### config.mk
export PLATFORM = sky130hd
export DESIGN_NAME = mem_copy_ctrl
export DESIGN_NICKNAME = d
export VERILOG_FILES = /design/src/rtl/mem_pkg.sv /design/src/rtl/sw_debounce.sv /design/src/rtl/mem_copy_ctrl.sv
export SDC_FILE = /design/constraint.sdc
export NUM_CORES = 1
export LEC_CHECK = 0
export BUFFER_PORTS_ARGS = -buffer_cell sky130_fd_sc_hd__buf_4
export CORE_UTILIZATION = 40
export CTS_CLUSTER_DIAMETER = 100
export DETAILED_ROUTE_END_ITERATION = 10
export SLEW_MARGIN = 20
export SYNTH_ARGS = -nofsm -noshare
export SYNTH_HDL_FRONTEND = slang
export SYNTH_SLANG_ARGS = --single-unit
### constraint.sdc
create_clock -name clk -period 3.5 [get_ports clk]
set_clock_uncertainty 0.05 [all_clocks]
set_input_delay 0.35 -clock clk [delete_from_list [all_inputs] [get_ports clk]]
set_output_delay 0.35 -clock clk [all_outputs]
set_load 0.05 [all_outputs]
### src/rtl/mem_pkg.sv
// Shared types and default widths for the ROM -> RAM copy path.
// Imported by the command stage and its input conditioner.
package mem_pkg;

  localparam int D_WIDTH  = 8;
  localparam int A_WIDTH  = 5;
  localparam int DB_CNT_W = 16;

  typedef enum logic [1:0] {
    IDLE  = 2'd0,
    COPY  = 2'd1,
    DRAIN = 2'd2
  } state_t;

endpackage

### src/rtl/sw_debounce.sv
// Two-flop synchroniser plus a shared-counter debouncer for a raw input vector.
// A change on any bit restarts the stability count for the whole vector.
module sw_debounce #(
  parameter int W        = 7,
  parameter int DB_CNT_W = 16
) (
  input  logic         clk,
  input  logic         n_rst,
  input  logic [W-1:0] v,
  output logic [W-1:0] db,
  output logic         settled
);

  logic [W-1:0]        s1;
  logic [W-1:0]        s2;
  logic [W-1:0]        last;
  logic [DB_CNT_W-1:0] cnt;

  always_ff @(posedge clk or negedge n_rst) begin
    if (!n_rst) begin
      s1      <= '0;
      s2      <= '0;
      last    <= '0;
      cnt     <= '0;
      db      <= '0;
      settled <= 1'b0;
    end else begin
      s1 <= v;
      s2 <= s1;
      if (s2 != last) begin
        last <= s2;
        cnt  <= '0;
      end else if (cnt == '1) begin
        db      <= last;
        settled <= 1'b1;
      end else begin
        cnt <= cnt + DB_CNT_W'(1);
      end
    end
  end

endmodule

### src/rtl/mem_copy_ctrl.sv
// Command stage for the ROM -> RAM copy path: conditions switches, drives the
// ROM address and issues RAM writes aligned to the ROM's one-cycle latency.
module mem_copy_ctrl
  import mem_pkg::*;
#(
  parameter int D_WIDTH  = mem_pkg::D_WIDTH,
  parameter int A_WIDTH  = mem_pkg::A_WIDTH,
  parameter int DB_CNT_W = mem_pkg::DB_CNT_W
) (
  input  logic               clk,
  input  logic               n_rst,
  input  logic [A_WIDTH-1:0] sw_addr,
  input  logic               sw_wr,
  input  logic               btn_copy,
  output logic [A_WIDTH-1:0] rom_addr,
  input  logic [D_WIDTH-1:0] rom_data,
  output logic [A_WIDTH-1:0] ram_waddr,
  output logic [D_WIDTH-1:0] ram_wdata,
  output logic               ram_wen,
  output logic               busy,
  output logic               done
);

  localparam int W = A_WIDTH + 2;

  logic [W-1:0]       db;
  logic               settled;
  logic               armed;
  logic               wr_d;
  logic               cp_d;
  logic               rd_vld;
  logic               vld_d;
  logic [A_WIDTH-1:0] addr_d;
  state_t             state;

  logic [A_WIDTH-1:0] db_addr;
  logic               db_wr;
  logic               db_cp;
  logic               wr_rise;
  logic               cp_rise;

  sw_debounce #(
    .W        (W),
    .DB_CNT_W (DB_CNT_W)
  ) u_db (
    .clk     (clk),
    .n_rst   (n_rst),
    .v       ({btn_copy, sw_wr, sw_addr}),
    .db      (db),
    .settled (settled)
  );

  assign db_addr = db[A_WIDTH-1:0];
  assign db_wr   = db[A_WIDTH];
  assign db_cp   = db[A_WIDTH+1];

  // armed lags the first settle so a level held across reset is not an edge
  assign wr_rise = armed & db_wr & ~wr_d;
  assign cp_rise = armed & db_cp & ~cp_d;

  assign ram_waddr = addr_d;
  assign ram_wen   = vld_d;
  assign ram_wdata = rom_data;

  always_ff @(posedge clk or negedge n_rst) begin
    if (!n_rst) begin
      state    <= IDLE;
      rom_addr <= '0;
      rd_vld   <= 1'b0;
      addr_d   <= '0;
      vld_d    <= 1'b0;
      busy     <= 1'b0;
      done     <= 1'b0;
      wr_d     <= 1'b0;
      cp_d     <= 1'b0;
      armed    <= 1'b0;
    end else begin
      wr_d   <= db_wr;
      cp_d   <= db_cp;
      armed  <= settled;
      addr_d <= rom_addr;
      vld_d  <= rd_vld;
      done   <= 1'b0;
      unique case (state)
        IDLE: begin
          rom_addr <= db_addr;
          rd_vld   <= 1'b0;
          if (cp_rise) begin
            state    <= COPY;
            busy     <= 1'b1;
            rom_addr <= '0;
            rd_vld   <= 1'b1;
          end else if (wr_rise) begin
            rd_vld <= 1'b1;
          end
        end
        COPY: begin
          if (rom_addr == '1) begin
            state  <= DRAIN;
            rd_vld <= 1'b0;
            done   <= 1'b1;
          end else begin
            rom_addr <= rom_addr + A_WIDTH'(1);
          end
        end
        DRAIN: begin
          state <= IDLE;
          busy  <= 1'b0;
        end
        default: begin
          state  <= IDLE;
          busy   <= 1'b0;
          rd_vld <= 1'b0;
        end
      endcase
    end
  end

endmodule

Yosys cells after proc, flatten, opt, wreduce, memory -nomap -nowiden

Cells that the tools add are included.

Register bits after elaboration: 64
Word-level logic and storage cells: 59
Bits of input ports: 17
Output and inout port bits: 21

Reductions and logical operators: 7
Muxes and demuxes: 16
Add/subtract/negate cells: 2
Equality and inequality tests: 9
Bitwise logic cells: 9

Operators with widths:

| kind                    | number |
|---|---|
| $mux W16                | 2 |
| $add A16 B1 Y16 const B | 1 |
| $eq A16 B16 Y1 const B  | 1 |
| $mux W5                 | 2 |
| $pmux W5 S2             | 1 |
| $reduce_and A2 Y1       | 5 |
| $ne A7 B7 Y1            | 1 |
| $mux W1                 | 6 |
| $ne A2 B2 Y1 const B    | 3 |
| $add A5 B1 Y5 const B   | 1 |
| $eq A5 B5 Y1 const B    | 1 |
| $not A1 Y1              | 5 |
| $and A1 B1 Y1           | 4 |
| $mux W2                 | 2 |
| $pmux W2 S2             | 1 |
| $pmux W1 S3             | 1 |
| $eq A2 B1 Y1 const B    | 1 |
| $eq A2 B2 Y1 const B    | 1 |
| $logic_not A2 Y1        | 1 |
| $ne A2 B1 Y1 const B    | 1 |
| $pmux W1 S2             | 1 |
| $reduce_bool A2 Y1      | 1 |

Depth between registers and ports, before layout

Word-level depth: 5
Mapped depth: 7
Mapped depth without buffers: 7

Cells and area by module

From an unflattened synthesis, not the netlist that was laid out.

Cells, all modules: 217
Area total of the unflattened synthesis: 2648.8 um^2

By module, submodules not included:

| module        | area each (um^2) | times used | cells an instance | sequential area each (um^2) |
|---|---|---|---|---|
| sw_debounce   | 1801.7           | 1          | 144               | 1126.1 |
| mem_copy_ctrl | 847.1            | 1          | 73                | 475.5 |

Worst setup path before layout

Ideal clock, no wire load.

Kind: reg2reg
Start: register rom_addr[0]
End: register rom_addr[2]
Buffers on the path: 0
Arrival: 1.940 ns
Library setup time: 0.078 ns
Cell stages (with the launch flop): 8
Clock period less this slack: 2.067 ns
Data required time: 3.372 ns
Setup slack: 1.433 ns
Path through: dfrtp_1 -> ha_1 -> and3_1 -> ha_1 -> a21oi_1 -> o21a_1 -> nor2_1 -> a21oi_1

Longest elaborated chain between the ends: 3
Elaborated cells between the ends (all ways): 6
Those cells by class: 1 x add/sub; 2 x eq/ne; 2 x mux; 1 x reduce/logical

Ends and longest elaborated chain:

| what                                                    | line                                      | RTL |
|---|---|---|
| start, declared                                         | mem_copy_ctrl.sv:15                       | `output logic [A_WIDTH-1:0] rom_addr,` |
| start signal, assigned                                  | mem_copy_ctrl.sv:86                       | `rom_addr <= db_addr;` |
| start signal, assigned                                  | mem_copy_ctrl.sv:103                      | `rom_addr <= rom_addr + A_WIDTH'(1);` |
| $add A5 B1 Y5 / $eq A5 B5 Y1 (equally long branches)    | mem_copy_ctrl.sv:103, mem_copy_ctrl.sv:98 |  |
| $mux W5 / $ne A2 B2 Y1 (equally long branches)          | --                                        |  |
| $pmux W5 S2 / $reduce_and A2 Y1 (equally long branches) | --                                        |  |

Parallel ways exist; a longest one is shown, timed or not. The select of a mux whose other input is x is not followed.
A chain may end at the register's enable or synchronous reset.

Worst setup path after layout

Start: register u_db.cnt[0]
End: register u_db.cnt[1]

Longest elaborated chain between the ends: 3
Elaborated cells between the ends (all ways): 5
Those cells by class: 1 x add/sub; 2 x eq/ne; 2 x mux

Ends and longest elaborated chain:

| what                   | line              | RTL |
|---|---|---|
| start, declared        | sw_debounce.sv:17 | `logic [DB_CNT_W-1:0] cnt;` |
| start signal, assigned | sw_debounce.sv:37 | `cnt <= cnt + DB_CNT_W'(1);` |
| $add A16 B1 Y16        | sw_debounce.sv:37 |  |
| $mux W16               | sw_debounce.sv:33 | `end else if (cnt == '1) begin` |
| $mux W16               | sw_debounce.sv:30 | `if (s2 != last) begin` |

Parallel ways exist; a longest one is shown, timed or not. The select of a mux whose other input is x is not followed.

==> metrics.md <==
| Metric | Value |
|---|---|
| Core area | 6386 um2 |
| Average wire per standard cell | 12.81 um |
| CP Launch Type | flip-flop |
| Root buffer cell | clkbuf_8 |
| Final Cell Area | 2998 um2 |
| Final net count | 253 |
| Vias per inst | 5.181 |
| RSZ-0062 raised after global routing | no |
| Critical Path Max Stage Delay | 0.69 ns |
| Critical Path Sink Type | flip-flop |
| Hold Crit Class | in -> async |
| Initial antenna violation count | 0 |
| Global-route wire length before repair | 7403 um |
| Cell taking the most area after synthesis | dfrtp_1 |
| WP buf/inv | 0 |
| Syn_nets | 240 |
| Clock slew seen by the registers of the worst setup and hold paths | 0.07 ns |
| Die ar. | 6986 um2 |
| Clock Latency Late Sink | 0.33 ns |
| Number of library cell types mapped by synthesis | 39 |
| DRT Wirelength | 4036 um |
| Synth async-reset ratio | 100.0% |
| R2R Path Start | u_db.cnt[0] |
| Static leakage | 1.395 nW |
| Tcrit/Tclk final | 57.80% |
| CP Launch Point | u_db.cnt[0] |
| Post-Syn Area | 2663 um2 |
| Register area share after synthesis | 60.15% |
| Hold-fix buffers, CTS | 0 |
| CTS tree | done |
| Max_cap viols | 0 |
| Worst vdd ir | 0.2394 mV |
| Prevailing post-synth register cell | dfrtp_1 |
| #FFs+latches synth | 64 |
| CTS H-Tree Depth | 3 |
| Crit-path leading delay family | simple AND/OR/NAND/NOR gates |
| Status | finished clean |
| Post-DP HPWL | 2686 um |
| CTS Buf Count | 9 |
| Worst slew margin | 48.75% |
| CTS Buffer Depth | 2 |
| CP max-delay cell | nor4_4 |
| F_max | 0.4943 GHz |
| Layout cells sized above 1 | 25.21% |
| Area contributors post-synth | dfrtp_1 60%, a21oi_1 3.4%, mux2_2 3.0% |
| CP arrival | 2.17 ns |
| I/O Buffers | 21 |
| Setup-failing EPs final | 0 |
| PostCTS Resize Cnt | 0 |
| CTS Sinks | 64 |
| Crit path cell chain | ha_1 > nand4_4 > nor4_4 > mux2i_1 > nor2_1 |
| Worst Max-Slew Pin Slew | 0.7687 ns |
| Overflow left after global routing | 0 |
| Die W | 83.59 um |
| GRT Overall Usage | 13.46% |
| Die height | 83.59 um |
| Post-CTS Setup Inserts | 0 |
| Top-area cell type share of the netlist area | 60.15% |
| Avg Cell Area, Syn | 12.10 um2 |
| Via Count | 1,632 |
| CP max FO | 15 |
| Fin crit period | 2.023 ns |
| YS warnings | 0 |
| Drt pass-1 iters | 4 |
| Slew Limit Fails | 0 |
| Initial Utilization | 41.69% |
| Routability Congestion | 0.7782 |
| Post-Place Setup Slack | 1.467 ns |
| Area after DPL | 2800 um2 |
| EDFF count, synth | 0 |
| Antenna Violating Nets Remaining | 0 |
| Floorplan row count | 29 |
| Cells after Synth | 220 |
| Design Power | 1.413 mW |
| Synth-to-Final Area Change | 12.59% |
| I/O pin total | 38 |
| Vias in the first global route | 1,593 |
| DRC violations left | 0 |
| Pwr dens | 471.3 nW/um2 |
| Fin worst setup slack | 1.477 ns |
| Worst EP required | 3.65 ns |
| CP Class | reg -> reg |
| TNS Setup | 0 ns |
| Pin count of the biggest net entering global routing | 65 |
| Initial drt markers | 68 |
| Antenna diode instance count | 0 |
| Fin. Hold Viols | 0 |
-- kinds of logic (layout without fill, tap and decap cells) --
family / Yosys count / count (layout) / share of synthesized area, %
AND/OR/NAND/NOR: 68 / 68 / 16.96
flip-flops: 64 / 64 / 60.15
AO/OA/AOI/OAI: 42 / 42 / 9.587
buffers and inverters: 25 / 43 / 5.216
XOR/XNOR: 9 / 9 / 2.961
multiplexers: 9 / 9 / 3.713
adder cells (fa/ha/maj): 3 / 3 / 1.410
-- flip-flops by register name (all words and copies together), names as in the netlist --
signal / cells
done: 1
u_db.s2: 7
ram_wen: 1
state: 2
busy: 1
rd_vld: 1
ram_waddr: 5
u_db.db: 7
wr_d: 1
u_db.last: 7
u_db.s1: 7
cp_d: 1
armed: 1
u_db.settled: 1
rom_addr: 5
u_db.cnt: 16
-- path summary, 6_finish.rpt --
kind	slack (ns)	end	cells past startpoint
setup / recovery	1.48	u_db.cnt[1]	5
hold / removal	0.04	rd_vld	1
setup reg to reg	1.48	u_db.cnt[1]	5
hold reg to reg	0.30	u_db.s2[5]	0
max in group asynchronous	2.85	u_db.s1[4]	1
min in group clk	0.07	u_db.s1[2]	1
-- cells in the final DEF (no fill, tap or decap), drive strengths merged, types with 6 or more instances in the layout --
master  synthesis  layout
clkbuf          8      11
nand4           6       6
nor2           14      14
a21oi          18      18
o21ai           8       8
dfrtp          64      64
nand3          11      11
inv             6       6
or3             7       7
nor3            6       6
buf            11      21
nand2           7       7
mux2            7       7
xor2            9       9
-- worst register-to-register path: cells and delay by family (launching register included) --
kind / cells / cell delay (ns)
and+or+nand+nor: 3 / 0.93
adders and majority gates: 1 / 0.26
muxes: 1 / 0.25
DFF: 1 / 0.40
-- area by class of cell --
class	instances	area, um2
clock buffers	11	141.4
repair buffers	21	157.7
clock inverters	5	56.30
fillers	582	3388
well taps	77	96.34
flip-flops and latches	64	1602
multi-input cells	131	922.1
inverters	6	22.52
-- cells in the mapped netlist (all sizes together) (3+ instances only) --
library cell	number
or3	7
a31oi	5
nand3	11
clkbuf	8
nor4	3
mux2	7
ha	3
o21ai	8
nand3b	3
dfrtp	64
nand2	7
inv	6
nand4	6
a21oi	18
buf	11
and4	4
nor3	6
xor2	9
nor2	14
-- metrics by stage --
step	hold slack, ns	cells	utilization [%]
2_1_floorplan	0.004409	220	-
3_3_place_gp	0.2836	299	43.85
3_5_place_dp	0.2855	299	43.85
4_1_cts	0.05784	315	46.94
5_1_grt	0.04978	315	46.94
6_report	0.04079	315	46.94
-- power by group --
| part | internal (mW) | switching (mW) |
|---|---|---|
| Clock | 0.347 | 0.274 |
| Sequential | 0.752 | 0.00642 |
| Combinational | 0.0108 | 0.0225 |
| Total | 1.11 | 0.303 |
-- per-layer routing --
layer | wire (um) | part of all wire, % | track usage, %
met1 | 1996 | 49 | 18.11
met5 | 0 | 0 | 0
met4 | 130 | 3.2 | 8.629
met2 | 1757 | 44 | 19.22
met3 | 152 | 3.8 | 3.561
Power figures use the tool's default switching activity.
